--- config.mk ---
export PLATFORM = sky130hd
export DESIGN_NAME = flag_branch_unit
export DESIGN_NICKNAME = d
export VERILOG_FILES = /design/src/rtl/flag_branch_unit_pkg.sv /design/src/rtl/flag_branch_unit_branch_cond_eval.sv /design/src/rtl/flag_branch_unit.sv
export SDC_FILE = /design/constraint.sdc
export NUM_CORES = 1
export LEC_CHECK = 0
export BUFFER_PORTS_ARGS = -buffer_cell sky130_fd_sc_hd__buf_2
export CAP_MARGIN = 10
export CORE_AREA = 5 5 42 44
export CTS_BUF_LIST = sky130_fd_sc_hd__clkbuf_8
export CTS_CLUSTER_SIZE = 16
export DETAILED_ROUTE_END_ITERATION = 8
export DIE_AREA = 0 0 47 49
export HOLD_SLACK_MARGIN = 0.08
export PLACE_DENSITY = 0.63
export SLEW_MARGIN = 5
export SYNTH_ARGS = -nofsm -noshare
export SYNTH_HDL_FRONTEND = slang
export SYNTH_SLANG_ARGS = --single-unit
--- constraint.sdc ---
create_clock -name clk -period 7.6 [get_ports clk]
set_clock_uncertainty 0.05 [all_clocks]
set_input_delay 1.52 -clock clk [delete_from_list [all_inputs] [get_ports clk]]
set_output_delay 1.52 -clock clk [all_outputs]
set_load 0.01 [all_outputs]
--- src/rtl/flag_branch_unit_pkg.sv ---
// Shared CPU definitions: opcodes, flag bit positions, branch condition codes
// and the flag/branch FSM state type.
package flag_branch_unit_pkg;

  localparam logic [3:0] OP_ADD = 4'h0;
  localparam logic [3:0] OP_SUB = 4'h1;
  localparam logic [3:0] OP_XOR = 4'h2;
  localparam logic [3:0] OP_RED = 4'h3;
  localparam logic [3:0] OP_SLL = 4'h4;
  localparam logic [3:0] OP_SRA = 4'h5;
  localparam logic [3:0] OP_ROR = 4'h6;
  localparam logic [3:0] OP_B   = 4'hC;
  localparam logic [3:0] OP_BR  = 4'hD;

  localparam int FLAG_N = 2;
  localparam int FLAG_V = 1;
  localparam int FLAG_Z = 0;

  localparam logic [2:0] NEQ    = 3'b000;
  localparam logic [2:0] EQ     = 3'b001;
  localparam logic [2:0] GT     = 3'b010;
  localparam logic [2:0] LT     = 3'b011;
  localparam logic [2:0] GTE    = 3'b100;
  localparam logic [2:0] LTE    = 3'b101;
  localparam logic [2:0] OVFL   = 3'b110;
  localparam logic [2:0] UNCOND = 3'b111;

  typedef enum logic [0:0] {
    ST_RUN    = 1'b0,
    ST_SQUASH = 1'b1
  } state_e;

endpackage

--- src/rtl/flag_branch_unit_branch_cond_eval.sv ---
// Pure combinational evaluation of a 3-bit branch condition against {N,V,Z}.
module branch_cond_eval
  import flag_branch_unit_pkg::*;
(
  input  logic [2:0] cond,
  input  logic [2:0] flags,
  output logic       taken
);

  // condition decode
  always_comb begin
    taken = 1'b0;
    case (cond)
      NEQ:     taken = ~flags[FLAG_Z];
      EQ:      taken = flags[FLAG_Z];
      GT:      taken = ~flags[FLAG_Z] & ~flags[FLAG_N];
      LT:      taken = flags[FLAG_N];
      GTE:     taken = flags[FLAG_Z] | ~flags[FLAG_N];
      LTE:     taken = flags[FLAG_N] | flags[FLAG_Z];
      OVFL:    taken = flags[FLAG_V];
      UNCOND:  taken = 1'b1;
      default: taken = 1'b0;
    endcase
  end

endmodule

--- src/rtl/flag_branch_unit.sv ---
// Architectural flag register with EX->ID bypass, branch decision and a
// registered redirect pulse that also squashes the following ID slot.
module flag_branch_unit
  import flag_branch_unit_pkg::*;
(
  input  logic       clk,
  input  logic       rst,
  input  logic       ex_valid,
  input  logic [3:0] ex_opcode,
  input  logic [2:0] alu_flag,
  input  logic       ex_flush,
  input  logic       stall,
  input  logic       id_valid,
  input  logic [3:0] id_opcode,
  input  logic [2:0] id_cond,
  output logic [2:0] flags,
  output logic [2:0] eff_flags,
  output logic       branch_taken,
  output logic       redirect,
  output logic       id_squash
);

  logic [2:0] wm_s;
  logic [2:0] mask_s;
  logic       cond_true_s;
  logic       is_br_s;
  logic [2:0] flags_r;
  logic [2:0] flags_n_s;
  logic       redirect_r;
  logic       redirect_n_s;
  state_e     state_r;
  state_e     state_n_s;

  // opcode-dependent flag write mask, gated by a live unflushed EX slot
  always_comb begin
    wm_s = 3'b000;
    case (ex_opcode)
      OP_ADD, OP_SUB:                         wm_s = 3'b111;
      OP_XOR, OP_RED, OP_SLL, OP_SRA, OP_ROR: wm_s = 3'b001;
      default:                                wm_s = 3'b000;
    endcase
    if (ex_valid && !ex_flush) begin
      mask_s = wm_s;
    end else begin
      mask_s = 3'b000;
    end
  end

  // newest flags: fresh ALU bits where written, committed bits elsewhere
  assign eff_flags = (alu_flag & mask_s) | (flags_r & ~mask_s);

  branch_cond_eval u_cond (
    .cond  (id_cond),
    .flags (eff_flags),
    .taken (cond_true_s)
  );

  assign is_br_s      = (id_opcode == OP_B) | (id_opcode == OP_BR);
  assign branch_taken = id_valid & is_br_s & cond_true_s & (state_r == ST_RUN) & ~stall;

  // next-state, next-flags and next-redirect; a stall freezes everything
  always_comb begin
    state_n_s    = state_r;
    redirect_n_s = redirect_r;
    flags_n_s    = flags_r;
    if (!stall) begin
      flags_n_s = eff_flags;
      case (state_r)
        ST_RUN: begin
          if (branch_taken) begin
            state_n_s    = ST_SQUASH;
            redirect_n_s = 1'b1;
          end else begin
            state_n_s    = ST_RUN;
            redirect_n_s = 1'b0;
          end
        end
        ST_SQUASH: begin
          state_n_s    = ST_RUN;
          redirect_n_s = 1'b0;
        end
        default: begin
          state_n_s    = ST_RUN;
          redirect_n_s = 1'b0;
        end
      endcase
    end else begin
      state_n_s    = state_r;
      redirect_n_s = redirect_r;
    end
  end

  // state, flag and redirect registers
  always_ff @(posedge clk or posedge rst) begin
    if (rst) begin
      state_r    <= ST_RUN;
      redirect_r <= 1'b0;
      flags_r    <= 3'b000;
    end else begin
      state_r    <= state_n_s;
      redirect_r <= redirect_n_s;
      flags_r    <= flags_n_s;
    end
  end

  assign flags     = flags_r;
  assign redirect  = redirect_r;
  assign id_squash = (state_r == ST_SQUASH);

endmodule

# Word-level counts from Yosys, hierarchy flattened
# Index checks and enable logic that the tools add are counted.
# Widths: inputs -> output; s select.
[op_classes]
order_cmp = 0
n_mul = 0
n_mux = 5
add_sub_neg = 0
n_eq_ne = 15
n_shift = 0
bitwise_logic = 16
div_mod_pow = 0
n_reduce_logical = 6
[ops]
columns = ["cell", "count"]
rows = [
  ["$eq 3x3->1 const B", 4],
  ["$eq 4x3->1 const B", 3],
  ["$eq 4x2->1 const B", 2],
  ["$eq 4x4->1 const B", 2],
  ["$pmux 1 s8", 1],
  ["$and 3x3->3", 2],
  ["$eq 3x2->1 const B", 2],
  ["$pmux 3 s2", 1],
  ["$and 1x1->1", 5],
  ["$reduce_or 5->1", 1],
  ["$eq 4x1->1 const B", 1],
  ["$logic_not 4->1", 1],
  ["$not 1->1", 4],
  ["$eq 3x1->1 const B", 1],
  ["$logic_not 3->1", 1],
  ["$mux 3", 1],
  ["$not 3->3", 1],
  ["$or 1x1->1", 3],
  ["$or 3x3->3", 1],
  ["$pmux 1 s2", 1],
  ["$reduce_or 2->1", 1],
  ["$logic_and 1x1->1", 1],
  ["$logic_not 1->1", 1],
  ["$mux 1", 1],
]
[totals]
latchBits = 0
mem_count = 0
reg_bits = 4
romBits = 0
ram_bits = 0

# Logic depth before layout (Yosys ltp)
[logic_depth]
word_depth = 15
mapped_depth = 5
ltp_nobuf = 5

# Hierarchy
# From an unflattened synthesis, not the netlist that was laid out.
[hier_totals]
cells_unflattened = 33
area_unflattened_um2 = 329.1
[modules_own_cells]
columns = ["module", "seq_area_each_um2", "instances", "cells_per_inst", "area_each_um2"]
rows = [
  ["flag_branch_unit", 100.1, 1, 22, 252.7],
  ["branch_cond_eval", 0.0, 1, 11, 76.3],
]

# Worst setup path before layout
# No wires, ideal clock.
[synth_timing]
path_kind = "input -> output"
start = "in ex_opcode[3]"
end = "out branch_taken"
arrival_time_ps = 3143
t_required_ps = 6030
stages = 5
path_slack_ps = 2887
path_cell_list = "or3b_4 a31oi_4 mux4_2 o31a_1 nor3_1"
[synth_between]
elab_chain_cells = 13
[synth_rtl]
columns = ["item", "line", "text"]
rows = [
  ["start: declaration", "flag_branch_unit.sv:9", "input logic [3:0] ex_opcode,"],
  ["$eq 4x2->1, or another cell as far along", "flag_branch_unit.sv:37", "case (ex_opcode)"],
  ["$reduce_or 5->1 or $reduce_or 2->1 (tied branches)", "flag_branch_unit.sv:37", ""],
  ["$pmux 3 s2 (*)", "flag_branch_unit.sv:37", ""],
  ["$mux 3 (*)", "flag_branch_unit.sv:42", "if (ex_valid && !ex_flush) begin"],
  ["$not 3->3", "flag_branch_unit.sv:50", "assign eff_flags = (alu_flag & mask_s) | (flags_r & ~mask_s);"],
  ["$and 3x3->3", "flag_branch_unit.sv:50", ""],
  ["$or 3x3->3 (*)", "flag_branch_unit.sv:50", ""],
  ["$not 1->1, on equally long branches", "flag_branch_unit_branch_cond_eval.sv:16, flag_branch_unit_branch_cond_eval.sv:18, flag_branch_unit_branch_cond_eval.sv:14", ""],
  ["$or 1x1->1 or $and 1x1->1 (tied branches)", "flag_branch_unit_branch_cond_eval.sv:18, flag_branch_unit_branch_cond_eval.sv:16", ""],
  ["$pmux 1 s8 (*)", "flag_branch_unit_branch_cond_eval.sv:13", "case (cond)"],
  ["$and 1x1->1 (*) (3 in a row)", "flag_branch_unit.sv:59", "assign branch_taken = id_valid & is_br_s & cond_true_s & (state_r == ST_RUN) & ~stall;"],
  ["end: declaration", "flag_branch_unit.sv:18", "output logic branch_taken,"],
]
# Mark *: on every way between the ends. The rest lies on a longest branch, timed or not.

# Final worst setup path
# Same ends and word-level chain as after synthesis.

==> impl_metrics.ini <==
[synth]
ys_types = 26
syn_area_um2 = 404
avgSynthCellArea_um2 = 9.40
ys.flop_type = dfrtp_1
ys_seq_elements = 4
synthArstFlopShare_pct = 100
syn_inst = 43
syn-num-nets = 63
yosysWarnings = 0
synth_edf_count = 0
seq_area_frac_synth_pct = 24.8

[timing]
hold_viol = 0
relSlewSlack_pct = 79.9
tightest_slew_ns = 0.298
layout_min_cycle_time_ns = 4.88
fmax_ghz = 0.205
finalCritPeriodShare_pct = 64.2
rsz0062_at_grt = false
tns_ns = 0
setup_violations = 0
drv_slew = 0
hold_slack_ns = 0.468

[clocking]
ctsResizeCount = 0
htree_levels = 1
cts_inserted_buffers = 3
clockBufferDepth = 2
cts_root_buf = clkbuf_8
clk_pin_slew_ns = 0.03
cts_tree = done
numClockSinks = 4
cts_hold_buf = 0
clkLatencyLatePin_ns = 0.21
cts_setup_buffers = 0

[drt]
ant_nets = 0
drt_pass1_iterations = 4
wl_per_cell_um = 12.4
wl_mm = 1.08
via_per_inst = 5.05
wl_met1_um = 434
drtIter0Drc = 9
dr_wl_met2_um = 551
num_vias = 439
drc = 0
top_layer = met3
wl_met3_um = 92

[finish]
antenna_cells = 0
finalNetCount = 93
regArea_um2 = 100
final_cells = 87
layout_commonest_cell = buf_2
drive_above_1_share_pct = 59.2
fin_util_pct = 42.0
final_cell_mix = buf_2, mux2_2, dfrtp_1
multi_input_area_um2 = 280
final_area_um2 = 588
fillers = 152
syn_to_final_growth_pct = 45.5

[floorplan]
num_rows = 14
die_x_um = 47
die_h_um = 49
ios = 29
start_util_pct = 28.8
die_area_mm2 = 0.00230
core_mm2 = 0.00140

[critical_path]
critPathLaunchType = primary input
cp-startpoint = ex_opcode[3]
critPathRequiredTime_ns = 6.03
cp_max_fo = 5
r2r_start = flags[0]
rr_worst_depth = 4
worstPathArrival_ns = 3.31
cp-end-kind = output pin
crit_type = primary input to output pin

[global_routing]
antenna_found_initial = 0
grt_max_degree = 9
grt_usage_pct = 9.92
overflow = 0
grt_pass1_vias = 423
grt_pass1_wl_mm = 1.72

[place]
routabilityCongestion = 0.713
placed_cells = 84
portBuffers = 27
dp_hpwl_um = 939
place_area_um2 = 547

[power_and_ir_drop]
leakage_nw = 0.284
powerDensity_mw_per_mm2 = 242
worst_ir_drop_vdd_mv = 0.121

[hold_path]
hold_depth = 1
hp-start = flags[1]
min_path_type = flip-flop to flip-flop

[status]
outcome = completed

[job]
maxCapViolCount = 0
==> final cells by class <==
cell class              count  area share [%]
repair buffers             27            23.0
inverters                   3            1.91
multi-input cells          34            47.7
flip-flops and latches      4            17.0
well taps                  16            3.40
clock buffers               3            7.02
==> cells in the mapped netlist (all sizes together), types with 2 or more instances <==
cell type	n	area, µm²
or2	2	12.5
inv	3	11.3
a21oi	2	10.0
nand2	2	7.51
mux2	5	56.3
a31oi	2	27.5
dfrtp	4	100
nor2	3	13.8
o21ai	3	15.0
nor3	2	10.0
nand3b	3	22.5
==> path summary, 6_finish.rpt <==
check	to	slack, ns
setup / recovery	branch_taken	2.72
hold / removal	flags[1]	0.47
setup reg to reg	id_squash	6.12
hold reg to reg	flags[1]	0.47
max in group asynchronous	flags[0]	6.20
min in group asynchronous	id_squash	1.14
==> per-layer routing <==
layer,vias up,track usage [%]
li1,219,-
met1,205,13.0
met2,15,15.6
met3,0,1.48
met4,0,4.15
met5,-,0
==> cells by family after synthesis <==
| family | count (synthesis) | share of synthesized area, % |
|---|---|---|
| AND/OR/NAND/NOR | 16 | 24.2 |
| AO/OA/AOI/OAI | 12 | 25.7 |
| multiplexers | 6 | 19.5 |
| flip-flops | 4 | 24.8 |
| buffers and inverters | 5 | 5.88 |
==> sequential cells by signal, indices dropped and copies added, names as in the netlist <==
register	cells
flags	3
id_squash	1
==> power by group <==
part	switching (mW)	internal [mW]
clock	0.00981	0.0337
sequential	0.00830	0.0288
combinational	0.0300	0.0318
total	0.0481	0.0942
==> per-stage QoR <==
| step | worst slack [ns] | power, mW |
|---|---|---|
| after global placement | 2.71 | 0.0982 |
| after floorplan | 2.89 | 0.0737 |
| after detailed placement | 2.72 | 0.100 |
| final | 2.72 | 0.142 |
| after CTS | 2.72 | 0.145 |
| after global routing | 2.65 | 0.154 |
==> worst max-delay path, stage by stage <==
cell     delay (ns)
buf_2          0.10
or3b_4         0.42
a31oi_4        0.19
mux4_2         0.51
o31a_1         0.27
nor3_1         0.14
buf_2          0.16
No activity file was read; power rests on OpenSTA's default activity.
